`src/rtl/fibo_pkg.sv`:
```
// Shared types and widths for the Fibonacci request sequencer.
//   seq_state_t : sequencer FSM state (IDLE, ISSUE, WAIT, RESP)
//   FIBO_N_W    : width of a Fibonacci index
//   FIBO_RES_W  : width of a calculator result
package fibo_pkg;
  localparam int FIBO_N_W   = 5;
  localparam int FIBO_RES_W = 16;

  typedef enum logic [1:0] {
    IDLE  = 2'd0,
    ISSUE = 2'd1,
    WAIT  = 2'd2,
    RESP  = 2'd3
  } seq_state_t;
endpackage

```
`src/rtl/fibo_req_fifo.sv`:
```
// Synchronous FIFO holding queued {index, tag} requests.
// Ports:
//   clk, reset_n     : clock, async active-low reset (empties the queue)
//   push, wdata      : write request (ignored when full)
//   pop              : remove head (ignored when empty)
//   rdata            : current head entry (valid while !empty)
//   full, empty      : occupancy flags
module fibo_req_fifo #(
  parameter int DEPTH = 4,
  parameter int W     = 8
) (
  input  logic         clk,
  input  logic         reset_n,
  input  logic         push,
  input  logic [W-1:0] wdata,
  input  logic         pop,
  output logic [W-1:0] rdata,
  output logic         full,
  output logic         empty
);
  localparam int AW = $clog2(DEPTH);

  // Pointers carry one extra wrap bit so full and empty are distinguishable.
  logic [AW:0]  r_wptr, r_rptr;
  logic [W-1:0] r_mem [DEPTH];
  logic         w_push, w_pop;

  assign w_push = push & ~full;
  assign w_pop  = pop & ~empty;
  assign empty  = (r_wptr == r_rptr);
  assign full   = (r_wptr[AW] != r_rptr[AW]) && (r_wptr[AW-1:0] == r_rptr[AW-1:0]);
  assign rdata  = r_mem[r_rptr[AW-1:0]];

  always_ff @(posedge clk or negedge reset_n) begin
    if (!reset_n) begin
      r_wptr <= '0;
      r_rptr <= '0;
    end else begin
      if (w_push) r_wptr <= r_wptr + 1'b1;
      if (w_pop)  r_rptr <= r_rptr + 1'b1;
    end
  end

  // Storage needs no reset: an entry is only read after it has been written.
  always_ff @(posedge clk) begin
    if (w_push) r_mem[r_wptr[AW-1:0]] <= wdata;
  end
endmodule

```
`src/rtl/fibo_req_sequencer.sv`:
```
// Queues Fibonacci requests and feeds them one at a time to an external
// calculator, returning each result with its caller tag.
// Ports:
//   clk, reset_n                   : clock, async active-low reset
//   req_valid/req_ready/req_n/req_tag : request input (queued, FIFO order)
//   calc_input_s, calc_begin       : index and start pulse to calculator
//   calc_result, calc_done         : calculator result and valid pulse
//   rsp_valid/rsp_ready/rsp_value/rsp_tag/rsp_err : response handshake
//   busy                           : FSM not idle or queue non-empty
// Build option: FIBO_SEQ_TIMEOUT_EN enables a WAIT watchdog that answers
// with rsp_err=1, rsp_value=0 after TIMEOUT_CYCLES cycles without calc_done.
module fibo_req_sequencer
  import fibo_pkg::*;
#(
  parameter int FIFO_DEPTH     = 4,
  parameter int TAG_W          = 3,
  parameter int TIMEOUT_CYCLES = 64
) (
  input  logic                  clk,
  input  logic                  reset_n,
  input  logic                  req_valid,
  output logic                  req_ready,
  input  logic [FIBO_N_W-1:0]   req_n,
  input  logic [TAG_W-1:0]      req_tag,
  output logic [FIBO_N_W-1:0]   calc_input_s,
  output logic                  calc_begin,
  input  logic [FIBO_RES_W-1:0] calc_result,
  input  logic                  calc_done,
  output logic                  rsp_valid,
  input  logic                  rsp_ready,
  output logic [FIBO_RES_W-1:0] rsp_value,
  output logic [TAG_W-1:0]      rsp_tag,
  output logic                  rsp_err,
  output logic                  busy
);
  localparam int QW = FIBO_N_W + TAG_W;

  if (FIFO_DEPTH < 2 || TIMEOUT_CYCLES < 1) begin : g_param_chk
    $error("fibo_req_sequencer: FIFO_DEPTH must be >= 2 and TIMEOUT_CYCLES >= 1");
  end

  seq_state_t          r_state, w_next;
  logic [FIBO_N_W-1:0] r_n;
  logic [TAG_W-1:0]    r_tag;
  logic [FIBO_RES_W-1:0] r_value;
  logic [QW-1:0]       w_head;
  logic                w_full, w_empty, w_push, w_pop, w_cap, w_tmo;

  // Ready is held low while reset is asserted even though the queue is empty.
  assign req_ready = reset_n & ~w_full;
  assign w_push    = req_valid & req_ready;

  fibo_req_fifo #(.DEPTH(FIFO_DEPTH), .W(QW)) u_fifo (
    .clk    (clk),
    .reset_n(reset_n),
    .push   (w_push),
    .wdata  ({req_n, req_tag}),
    .pop    (w_pop),
    .rdata  (w_head),
    .full   (w_full),
    .empty  (w_empty)
  );

`ifdef FIBO_SEQ_TIMEOUT_EN
  localparam int CW = $clog2(TIMEOUT_CYCLES + 1);
  logic [CW-1:0] r_wcnt;
  logic          r_err;
`endif

  always_ff @(posedge clk or negedge reset_n) begin
    if (!reset_n) r_state <= IDLE;
    else          r_state <= w_next;
  end

  always_comb begin
    w_next = r_state;
    w_pop  = 1'b0;
    w_cap  = 1'b0;
    w_tmo  = 1'b0;
    case (r_state)
      IDLE:  if (!w_empty) begin
               w_pop  = 1'b1;
               w_next = ISSUE;
             end
      ISSUE: w_next = WAIT;
      WAIT:  if (calc_done) begin
               w_cap  = 1'b1;
               w_next = RESP;
             end
`ifdef FIBO_SEQ_TIMEOUT_EN
             // r_wcnt counts completed WAIT cycles; the last allowed one ends here.
             else if (r_wcnt == CW'(TIMEOUT_CYCLES - 1)) begin
               w_tmo  = 1'b1;
               w_next = RESP;
             end
`endif
      RESP:  if (rsp_ready) w_next = IDLE;
      default: w_next = IDLE;
    endcase
  end

  always_ff @(posedge clk or negedge reset_n) begin
    if (!reset_n) begin
      r_n     <= '0;
      r_tag   <= '0;
      r_value <= '0;
    end else begin
      if (w_pop) {r_n, r_tag} <= w_head;
      if (w_cap)      r_value <= calc_result;
      else if (w_tmo) r_value <= '0;
    end
  end

`ifdef FIBO_SEQ_TIMEOUT_EN
  always_ff @(posedge clk or negedge reset_n) begin
    if (!reset_n) begin
      r_wcnt <= '0;
      r_err  <= 1'b0;
    end else begin
      r_wcnt <= (r_state == WAIT) ? r_wcnt + 1'b1 : '0;
      if (w_cap)      r_err <= 1'b0;
      else if (w_tmo) r_err <= 1'b1;
    end
  end
  assign rsp_err = r_err;
`else
  assign rsp_err = 1'b0;
`endif

  assign calc_begin   = (r_state == ISSUE);
  assign calc_input_s = (r_state == ISSUE || r_state == WAIT) ? r_n : '0;
  assign rsp_valid    = (r_state == RESP);
  assign rsp_value    = r_value;
  assign rsp_tag      = r_tag;
  assign busy         = (r_state != IDLE) || !w_empty;
endmodule
```
`config.mk`:
```
export PLATFORM = sky130hd
export DESIGN_NAME = fibo_req_sequencer
export DESIGN_NICKNAME = d
export VERILOG_FILES = /design/src/rtl/fibo_pkg.sv /design/src/rtl/fibo_req_fifo.sv /design/src/rtl/fibo_req_sequencer.sv
export SDC_FILE = /design/constraint.sdc
export NUM_CORES = 1
export LEC_CHECK = 0
export CORE_ASPECT_RATIO = 1.1
export CORE_MARGIN = 2
export CORE_UTILIZATION = 56
export CTS_BUF_LIST = sky130_fd_sc_hd__clkbuf_8
export DETAILED_ROUTE_END_ITERATION = 7
export GPL_TIMING_DRIVEN = 0
export PLACE_DENSITY = 0.87
export SYNTH_ARGS = -nofsm -noshare
export SYNTH_HDL_FRONTEND = slang
export SYNTH_SLANG_ARGS = --single-unit
```
`constraint.sdc`:
```
create_clock -name clk -period 3.2 [get_ports clk]
set_clock_uncertainty 0.1 [all_clocks]
set_input_delay 0.48 -clock clk [delete_from_list [all_inputs] [get_ports clk]]
set_output_delay 0.48 -clock clk [all_outputs]
set_load 0.01 [all_outputs]
```
### After elaboration in Yosys (flattened, before gate mapping)

Memories as Yosys holds them, arrays and structs flattened. A register that Yosys moved wholly into a read port is not among the register bits.
Cells that the tools add are included.

| storage, ports and cells | value |
|---|---|
| bits in registers | 24 |
| memory bits (writable) | 32 |
| bits of input ports | 29 |
| output and inout bits | 29 |
| logic and storage cells | 41 |
| memories | 1 |

| cells by class | value |
|---|---|
| add/subtract/negate cells | 2 |
| eq/ne operators | 9 |
| muxes and demuxes | 11 |
| bitwise logic cells | 6 |
| reduce and logical (&&, ||, !) cells | 8 |

Memories:

| memory | words | bits a word | rd ports | clocked after memory_dff | write ports | RTL line | source |
|---|---|---|---|---|---|---|---|
| u_fifo.r_mem | 4 | 8 | 1 | 1 | 1 | fibo_req_fifo.sv:25 | `logic [W-1:0] r_mem [DEPTH];` |

Operators by type and width:

| operator | count |
|---|---|
| $pmux W2 S4 | 1 |
| $add A3 B1 Y3 const B | 2 |
| $mux W1 | 6 |
| $mux W2 | 3 |
| $mux W5 | 1 |
| $and A1 B1 Y1 | 4 |
| $eq A2 B2 Y1 const B | 2 |
| $ne A2 B2 Y1 const B | 2 |
| $eq A3 B3 Y1 | 1 |
| $reduce_and A3 Y1 | 1 |
| $eq A2 B1 Y1 const B | 1 |
| $eq A2 B2 Y1 | 1 |
| $logic_not A1 Y1 | 2 |
| $logic_not A2 Y1 | 1 |
| $logic_or A1 B1 Y1 | 2 |
| $ne A2 B1 Y1 const B | 1 |
| $not A1 Y1 | 2 |
| $reduce_bool A2 Y1 | 1 |
| $logic_and A1 B1 Y1 | 1 |
| $ne A1 B1 Y1 | 1 |

### Longest topological paths before layout

Gate-level depths: netlist of run 1.

| depth | value |
|---|---|
| depth after elaboration | 8 |
| gate-level depth with buffers | 7 |
| depth with buffers taken out | 6 |

### Hierarchy

From an unflattened synthesis of run 1, not the netlist that was laid out.

| unflattened totals | value |
|---|---|
| cell total of the unflattened synthesis | 168 |
| area, all modules | 2801.4 µm² |

Modules (own cells, without submodules):

| module | times used | cells an instance | area each (µm²) | sequential area each (µm²) |
|---|---|---|---|---|
| fibo_req_fifo | 1 | 90 | 1629.1 | 1111.1 |
| fibo_req_sequencer | 1 | 78 | 1172.4 | 650.6 |

### Least setup slack after synthesis of run 1

Ideal clock, no wire load.

| timing path | value |
|---|---|
| path kind | register to register |
| from | reg u_fifo.r_rptr[0] |
| to | mem u_fifo.r_mem[3][0] (enable) |
| setup time | 339 ps |
| data arrival time | 1241 ps |
| required time | 2761 ps |
| setup slack | 1520 ps |
| cell stages (with the launch flop) | 5 |
| path buffers | 1 |
| period minus slack after synthesis | 1680 ps |
| cell sequence | dfrtp_1 > buf_6 > xnor2_2 > a31oi_4 > and2_1 |

| on the way | value |
|---|---|
| word-level cells in the longest chain between the ends | 8 |

Ends and longest elaborated chain:

| element | RTL line | source |
|---|---|---|
| start: declaration | fibo_req_fifo.sv:24 | `logic [AW:0] r_wptr, r_rptr;` |
| start signal: assignment | fibo_req_fifo.sv:40 | `if (w_pop) r_rptr <= r_rptr + 1'b1;` |
| $eq A2 B2 Y1 * | fibo_req_fifo.sv:31 | `assign full = (r_wptr[AW] != r_rptr[AW]) && (r_wptr[AW-1:0] == r_rptr[AW-1:0]);` |
| $logic_and A1 B1 Y1 * | fibo_req_fifo.sv:31 |  |
| $not A1 Y1 * | fibo_req_fifo.sv:28, fibo_req_sequencer.sv:50 |  |
| $and A1 B1 Y1 | fibo_req_sequencer.sv:50 | `assign req_ready = reset_n & ~w_full;` |
| $and A1 B1 Y1 | fibo_req_sequencer.sv:51 | `assign w_push = req_valid & req_ready;` |
| $and A1 B1 Y1 * | fibo_req_fifo.sv:28 | `assign w_push = push & ~full;` |
| $mux W1 * | fibo_req_fifo.sv:46 | `if (w_push) r_mem[r_wptr[AW-1:0]] <= wdata;` |
| $mux W1 (implied by the code) * | fibo_req_fifo.sv:46 |  |
| end: declaration | fibo_req_fifo.sv:25 |  |

Every way passes the cells marked *; elsewhere a longest branch is shown, timed or not.

### Worst setup path after layout of run 1

| timing path | value |
|---|---|
| from | reg r_state[1] |
| to | out calc_input_s[4] |

| on the way | value |
|---|---|
| word-level cells in the longest chain between the ends | 3 |
| elaborated cells on any way between the ends | 4 |
| classes of those cells | eq/ne (2); mux (1); reduce/logical (1) |

Ends and longest elaborated chain:

| element | RTL line | source |
|---|---|---|
| start: declaration | fibo_req_sequencer.sv:42 | `seq_state_t r_state, w_next;` |
| start signal: assignment | fibo_req_sequencer.sv:72 | `else r_state <= w_next;` |
| $eq A2 B1 Y1 or $eq A2 B2 Y1 (tied branches) | fibo_req_sequencer.sv:131 | `assign calc_input_s = (r_state == ISSUE \|\| r_state == WAIT) ? r_n : '0;` |
| $logic_or A1 B1 Y1 * | fibo_req_sequencer.sv:131 |  |
| $mux W5 * | fibo_req_sequencer.sv:131 |  |
| end: declaration | fibo_req_sequencer.sv:25 | `output logic [FIBO_N_W-1:0] calc_input_s,` |

Marks and branches as above.

==> results of run 1 <==
[cell usage in the layout (no fill, tap or decap), drive strengths merged]
| master | Yosys | final |
|---|---|---|
| a21oi | 2 | 2 |
| a31o | 1 | 1 |
| a31oi | 2 | 2 |
| and2 | 9 | 9 |
| buf | 5 | 6 |
| bufinv | 0 | 2 |
| clkbuf | 0 | 10 |
| clkdlybuf4s50 | 0 | 55 |
| clkinv | 0 | 2 |
| conb | 1 | 1 |
| dfrtp | 32 | 32 |
| edfxtp | 32 | 32 |
| ha | 9 | 9 |
| inv | 8 | 10 |
| mux2 | 26 | 26 |
| mux4 | 8 | 8 |
| nand2 | 4 | 4 |
| nand4 | 1 | 1 |
| nor2 | 1 | 1 |
| nor2b | 1 | 1 |
| nor3 | 1 | 1 |
| o21ai | 1 | 1 |
| xnor2 | 5 | 5 |
| xor2 | 3 | 3 |
[kinds of logic after synthesis]
group                      synth area share
AOI/OAI and AO/OA                   0.01892
xor gates and xnor gates            0.03138
adders and majority gates           0.04153
buffers and inverters               0.02676
DFF                                  0.6497
muxes                                0.1952
other                              0.001383
and+or+nand+nor                     0.03507
[timing repair]
item                                    4_1_cts  5_1_grt
hold buffers                                  0        0
endpoints found under the setup margin        1        0
gates resized for setup                       1        0
[cell type report]
cell class                 instances  area share
sequential                        64      0.4963
buffer                             5     0.01198
tap                               56     0.01974
timing repair buffer              56      0.1565
clock inverter                     6     0.02115
clock buffer                      10     0.03877
inverter                           8    0.008460
multi-input combinational         75      0.2471
[power by group through the flow]
stage | clock network [mW] | logic (mW) | registers, mW
floorplan | 0 | 0.881 | 1.33
global placement | 0 | 1.47 | 1.27
detailed placement | 0 | 1.52 | 1.30
CTS | 0.746 | 1.53 | 1.28
global route | 0.792 | 1.61 | 1.31
finish | 0.736 | 1.50 | 1.28
[final timing paths]
check	from	endpoint	cells after the start
worst max-delay path	r_state[1]$_DFFE_PN0P_	calc_input_s[4]	4
worst min-delay path	reset_n	rsp_value[10]$_DFFE_PN0P_	1
worst max register to register	u_fifo.r_rptr[0]$_DFFE_PN0P_	u_fifo.r_mem[2][4]$_DFFE_PP_	4
worst min register to register	rsp_value[14]$_DFFE_PN0P_	rsp_value[14]$_DFFE_PN0P_	1
max in group asynchronous	reset_n	rsp_tag[2]$_DFFE_PN0P_	1
min in group clk	rsp_value[14]$_DFFE_PN0P_	rsp_value[14]$_DFFE_PN0P_	1
[through the flow]
stage | TNS (ns) | power (mW) | setup slack, ns
after global placement | -4.717 | 2.738 | -0.1712
after global routing | 0 | 3.714 | 0.5513
after detailed placement | -9.798 | 2.815 | -0.2990
after CTS | 0 | 3.555 | 0.01778
final | 0 | 3.516 | 0.7129
after floorplan | 0 | 2.207 | 1.520
[critical path, stage by stage (launching register included)]
cell             delay (ns)
dfrtp_1                0.40
inv_1                  0.09
ha_1                   0.37
and2_1                 0.17
clkdlybuf4s50_1        0.55
[flip-flops by register name, summed over array words and instances (netlist names)]
name / cells
r_n: 5
r_state: 2
rsp_tag: 3
rsp_value: 16
u_fifo.r_mem: 32
u_fifo.r_rptr: 3
u_fifo.r_wptr: 3
[layer usage]
layer,wire length (um),part of all wire,global-route usage,vias up
met5,0,0,0,-
met4,50,0.011,0.08077,0
met2,2223,0.50,0.3009,54
li1,-,-,-,687
met1,1912,0.43,0.2174,681
met3,287,0.064,0.06176,6
==> results.yml, run 1 <==
placed_design:
  dp_hpwl_um: 3145
  placed_cells: 264
  place.gp.congestion: 0.7536
  placedInstanceArea_um2: 3342
  buffer_ports.inserted: 56
sta:
  report.final.slew_viol_count: 0
  clock.fmax_ghz: 0.4021
  min_period_over_period: 0.7772
  min_period_ns: 2.487
  hold_viol: 0
  tightest_slew_ns: 0.7369
  rsz0062_at_grt: "false"
  setup_viol: 0
  holdWs_ns: 0.1098
  relSlewSlack: 0.5087
global_routing:
  antenna_found_initial: 0
  grt_pass1_vias: 1529
  grt_overflow: 0
  grt_pass1_wl_um: 7410
  grt_usage: 0.1827
  grt_max_degree: 35
yosys:
  ys_async_sr_fraction: 0.5000
  synth_area_per_cell_um2: 17.84
  synthTopCellsByArea: "edfxtp_1 35%, dfrtp_1 30%, mux2_2 7.5%"
  syn_nets: 190
  synth_top_area_frac: 0.3544
  synthTopCellsByCount: "32 x dfrtp_1, 32 x edfxtp_1, 18 x mux2_2"
  synth_cells: 152
  yosysWarningCount: 0
  synth_seq_cells: 64
  yosys.area.top_type: "edfxtp_1"
  synth-edff-count: 32
  synth_flop_cell: "edfxtp_1"
  synthesis.area_um2: 2711
  ys_seq_area_frac: 0.6497
  synth_cell_types: 26
drt:
  drcViolationCount: 0
  drt-vias-per-instance: 5.100
  first_iter_violations: 50
  final_antenna_net_count: 0
  drt-pass1-iter-count: 4
  routedWlPerCell_um: 15.98
  finalWirelength_um: 4473
  num_vias: 1428
die:
  die_h_um: 76.98
  start_util: 0.5828
  die_w_um: 70.35
  row_count: 26
  die_area_um2: 5415
  ioPinCount: 58
  fp.coreArea_um2: 4652
clocking:
  cts_buffers: 9
  clk-insertion-delay-late_ns: 0.33
  cts_tree: "done"
  postCtsSetupBuffers: 0
  cts-root-buf: "clkbuf_8"
  h-tree-depth: 3
  clk_pin_slew_ns: 0.07
  clock-sinks: 64
  clockBufferDepth: 2
worst_setup_path:
  arrival_ns: 1.91
  crit_type: "flop to primary output"
  critPathRequiredTime_ns: 2.62
  crit_path_end_kind: "primary output"
  critPathMaxFanout: 6
  rrSetupSlack_ns: 1.30
  worst_setup_path_start_kind: "flop"
cells_and_area:
  finalNetCount: 257
  area_delta_synth_final_pct: 30.92
  final.fill_count: 268
  final_util: 0.7630
  seq_area_um2: 1762
  final_cells: 280
  final_area_um2: 3550
  multi_input_area_um2: 877.1
  drive_gt1_frac: 0.2188
  antenna_cells: 0
pwr:
  clock_power_share: 0.209
  power_switching_share: 0.2954
  p_int_mw: 2.478
  power_density_nw_per_um2: 990.6
  power_frac_seq: 0.364
  comb_power_share: 0.427
  leakagePower_nw: 1.450
  power_switching_mw: 1.039
  ir_drop_uv: 504.5
run:
  maxCapViolCount: 0
worst_hold_path:
  hp-class: "input port to asynchronous set/reset pin"
status:
  status: "finished clean"
No activity file was read; power rests on OpenSTA's default activity.
==> run 2: changes to the inputs <==
--- a/config.mk
+++ b/config.mk
@@ -7,11 +7,11 @@
 export LEC_CHECK = 0
 export CORE_ASPECT_RATIO = 1.1
 export CORE_MARGIN = 2
-export CORE_UTILIZATION = 56
+export CORE_UTILIZATION = 52
 export CTS_BUF_LIST = sky130_fd_sc_hd__clkbuf_8
 export DETAILED_ROUTE_END_ITERATION = 7
 export GPL_TIMING_DRIVEN = 0
-export PLACE_DENSITY = 0.87
+export PLACE_DENSITY = 0.81
 export SYNTH_ARGS = -nofsm -noshare
 export SYNTH_HDL_FRONTEND = slang
 export SYNTH_SLANG_ARGS = --single-unit
==> constraint.sdc (replaced) <==
create_clock -name clk -period 2.4 [get_ports clk]
set_clock_uncertainty 0.1 [all_clocks]
set_input_delay 0.36 -clock clk [delete_from_list [all_inputs] [get_ports clk]]
set_output_delay 0.36 -clock clk [all_outputs]
set_load 0.01 [all_outputs]
==> results.yml, run 2 (synthesis results as in run 1) <==
die:
  die_h_um: 79.74
  die_w_um: 72.85
  ioPinCount: 58
  start_util: 0.5387
  fp.coreArea_um2: 5034
  die_area_um2: 5809
  row_count: 27
drt:
  num_vias: 1458
  routedWlPerCell_um: 15.62
  first_iter_violations: 86
  drcViolationCount: 0
  finalWirelength_um: 4468
  drt-vias-per-instance: 5.098
  drt-pass1-iter-count: 3
  final_antenna_net_count: 0
pwr:
  ir_drop_uv: 666.1
  power_density_nw_per_um2: 1348
  totalPowerFinal_mw: 4.936
  leakagePower_nw: 1.504
cells_and_area:
  final.fill_count: 309
  finalNetCount: 261
  final_cells: 286
  final_common_cell: "clkdlybuf4s50_1"
  antenna_cells: 0
  seq_area_um2: 1762
  multi_input_area_um2: 890.9
  drive_gt1_frac: 0.2456
  final_util: 0.7273
  area_delta_synth_final_pct: 35.03
  largest_register_ffs: 32
  final_cell_mix: "54 x clkdlybuf4s50_1, 32 x dfrtp_1, 32 x edfxtp_1"
  final_area_um2: 3661
sta:
  report.final.slew_viol_count: 0
  finalSetupTns_ns: 0
  min_period_ns: 2.309
  hold_viol: 0
  holdWs_ns: 0.4044
  setup_viol: 0
  min_period_over_period: 0.9620
  clock.fmax_ghz: 0.4331
  worst_slack_ns: 0.09115
  tightest_slew_ns: 0.5076
  relSlewSlack: 0.6616
placed_design:
  dp_slack_ns: -1.125
  buffer_ports.inserted: 56
  dp_hpwl_um: 3145
  placedInstanceArea_um2: 3344
  placed_cells: 266
  place.gp.congestion: 0.6459
worst_hold_path:
  hold_start: "rsp_value[6]$_DFFE_PN0P_"
  hold_depth: 1
  min_to: "rsp_value[6]$_DFFE_PN0P_"
  hp-class: "flop to flop"
global_routing:
  grt_overflow: 0
  grt_pass1_wl_um: 7086
  grt_pass1_vias: 1493
  antenna_found_initial: 0
  grt_max_degree: 35
  grt_usage: 0.1683
worst_setup_path:
  arrival_ns: 1.85
  crit_path_end_kind: "primary output"
  rr_startpoint: "u_fifo.r_rptr[0]$_DFFE_PN0P_"
  critPathRequiredTime_ns: 1.94
  rrSetupSlack_ns: 0.45
  ff2ff_path_depth: 4
  critPathMaxFanout: 6
  worst_setup_path_start_kind: "flop"
  crit_type: "flop to primary output"
  r2r_end: "u_fifo.r_mem[3][2]$_DFFE_PP_"
clocking:
  h-tree-depth: 3
  cts-root-buf: "clkbuf_8"
  clk-insertion-delay-late_ns: 0.33
  cts_buffers: 9
  cts_tree: "done"
  clock-sinks: 64
  clockBufferDepth: 2
  clk_pin_slew_ns: 0.06
status:
  status: "finished clean"
run:
  maxCapViolCount: 0
## run 2: critical path, cell delays in order, from the launching register on
cell and delay [ns]:
dfrtp_1 0.39, inv_1 0.08, ha_2 0.37, and2_1 0.14
clkdlybuf4s50_1 0.53
## run 2: repair_timing
action / CTS / global route
endpoints found under the setup margin: 36 / 7
hold endpoints to repair: 0 / 32
buffers inserted: 0 / 2
gates resized for setup: 5 / 4
hold buffers: 0 / 2
## run 2: worst max path at each step
stage / startpoint / endpoint / slack, ns
global placement: reset_n / u_fifo.r_mem[3][6]$_DFFE_PP_ / -0.91
detailed placement: reset_n / u_fifo.r_mem[3][6]$_DFFE_PP_ / -1.13
CTS: r_state[1]$_DFFE_PN0P_ / calc_input_s[3] / 0.02
global route: u_fifo.r_rptr[0]$_DFFE_PN0P_ / busy / -0.01
floorplan: u_fifo.r_rptr[0]$_DFFE_PN0P_ / u_fifo.r_mem[3][0]$_DFFE_PP_ / 0.72
finish: r_state[1]$_DFFE_PN0P_ / calc_input_s[3] / 0.09
## run 2: area by class of cell
class,count,area share
Timing Repair Buffer,60,0.1654
Buffer,5,0.01162
Multi-Input combinational cell,75,0.2433
Tap cell,58,0.01982
Inverter,8,0.008202
Sequential cell,64,0.4812
Clock buffer,9,0.03383
Clock inverter,7,0.03657
## run 2: per-layer routing
layer  share of wire  vias to the layer above  GRT usage
li1                -                      696          -
met1            0.42                      696     0.1977
met2            0.49                       56     0.2764
met3           0.062                       10    0.04672
met4           0.022                        0    0.09444
met5               0                        -          0
## run 2: power breakdown
part	switching, mW	leakage, nW	internal, mW
registers	0.196	0.667	1.51
clock network	0.389	0.131	0.787
logic	0.814	0.706	1.24
total	1.40	1.50	3.54
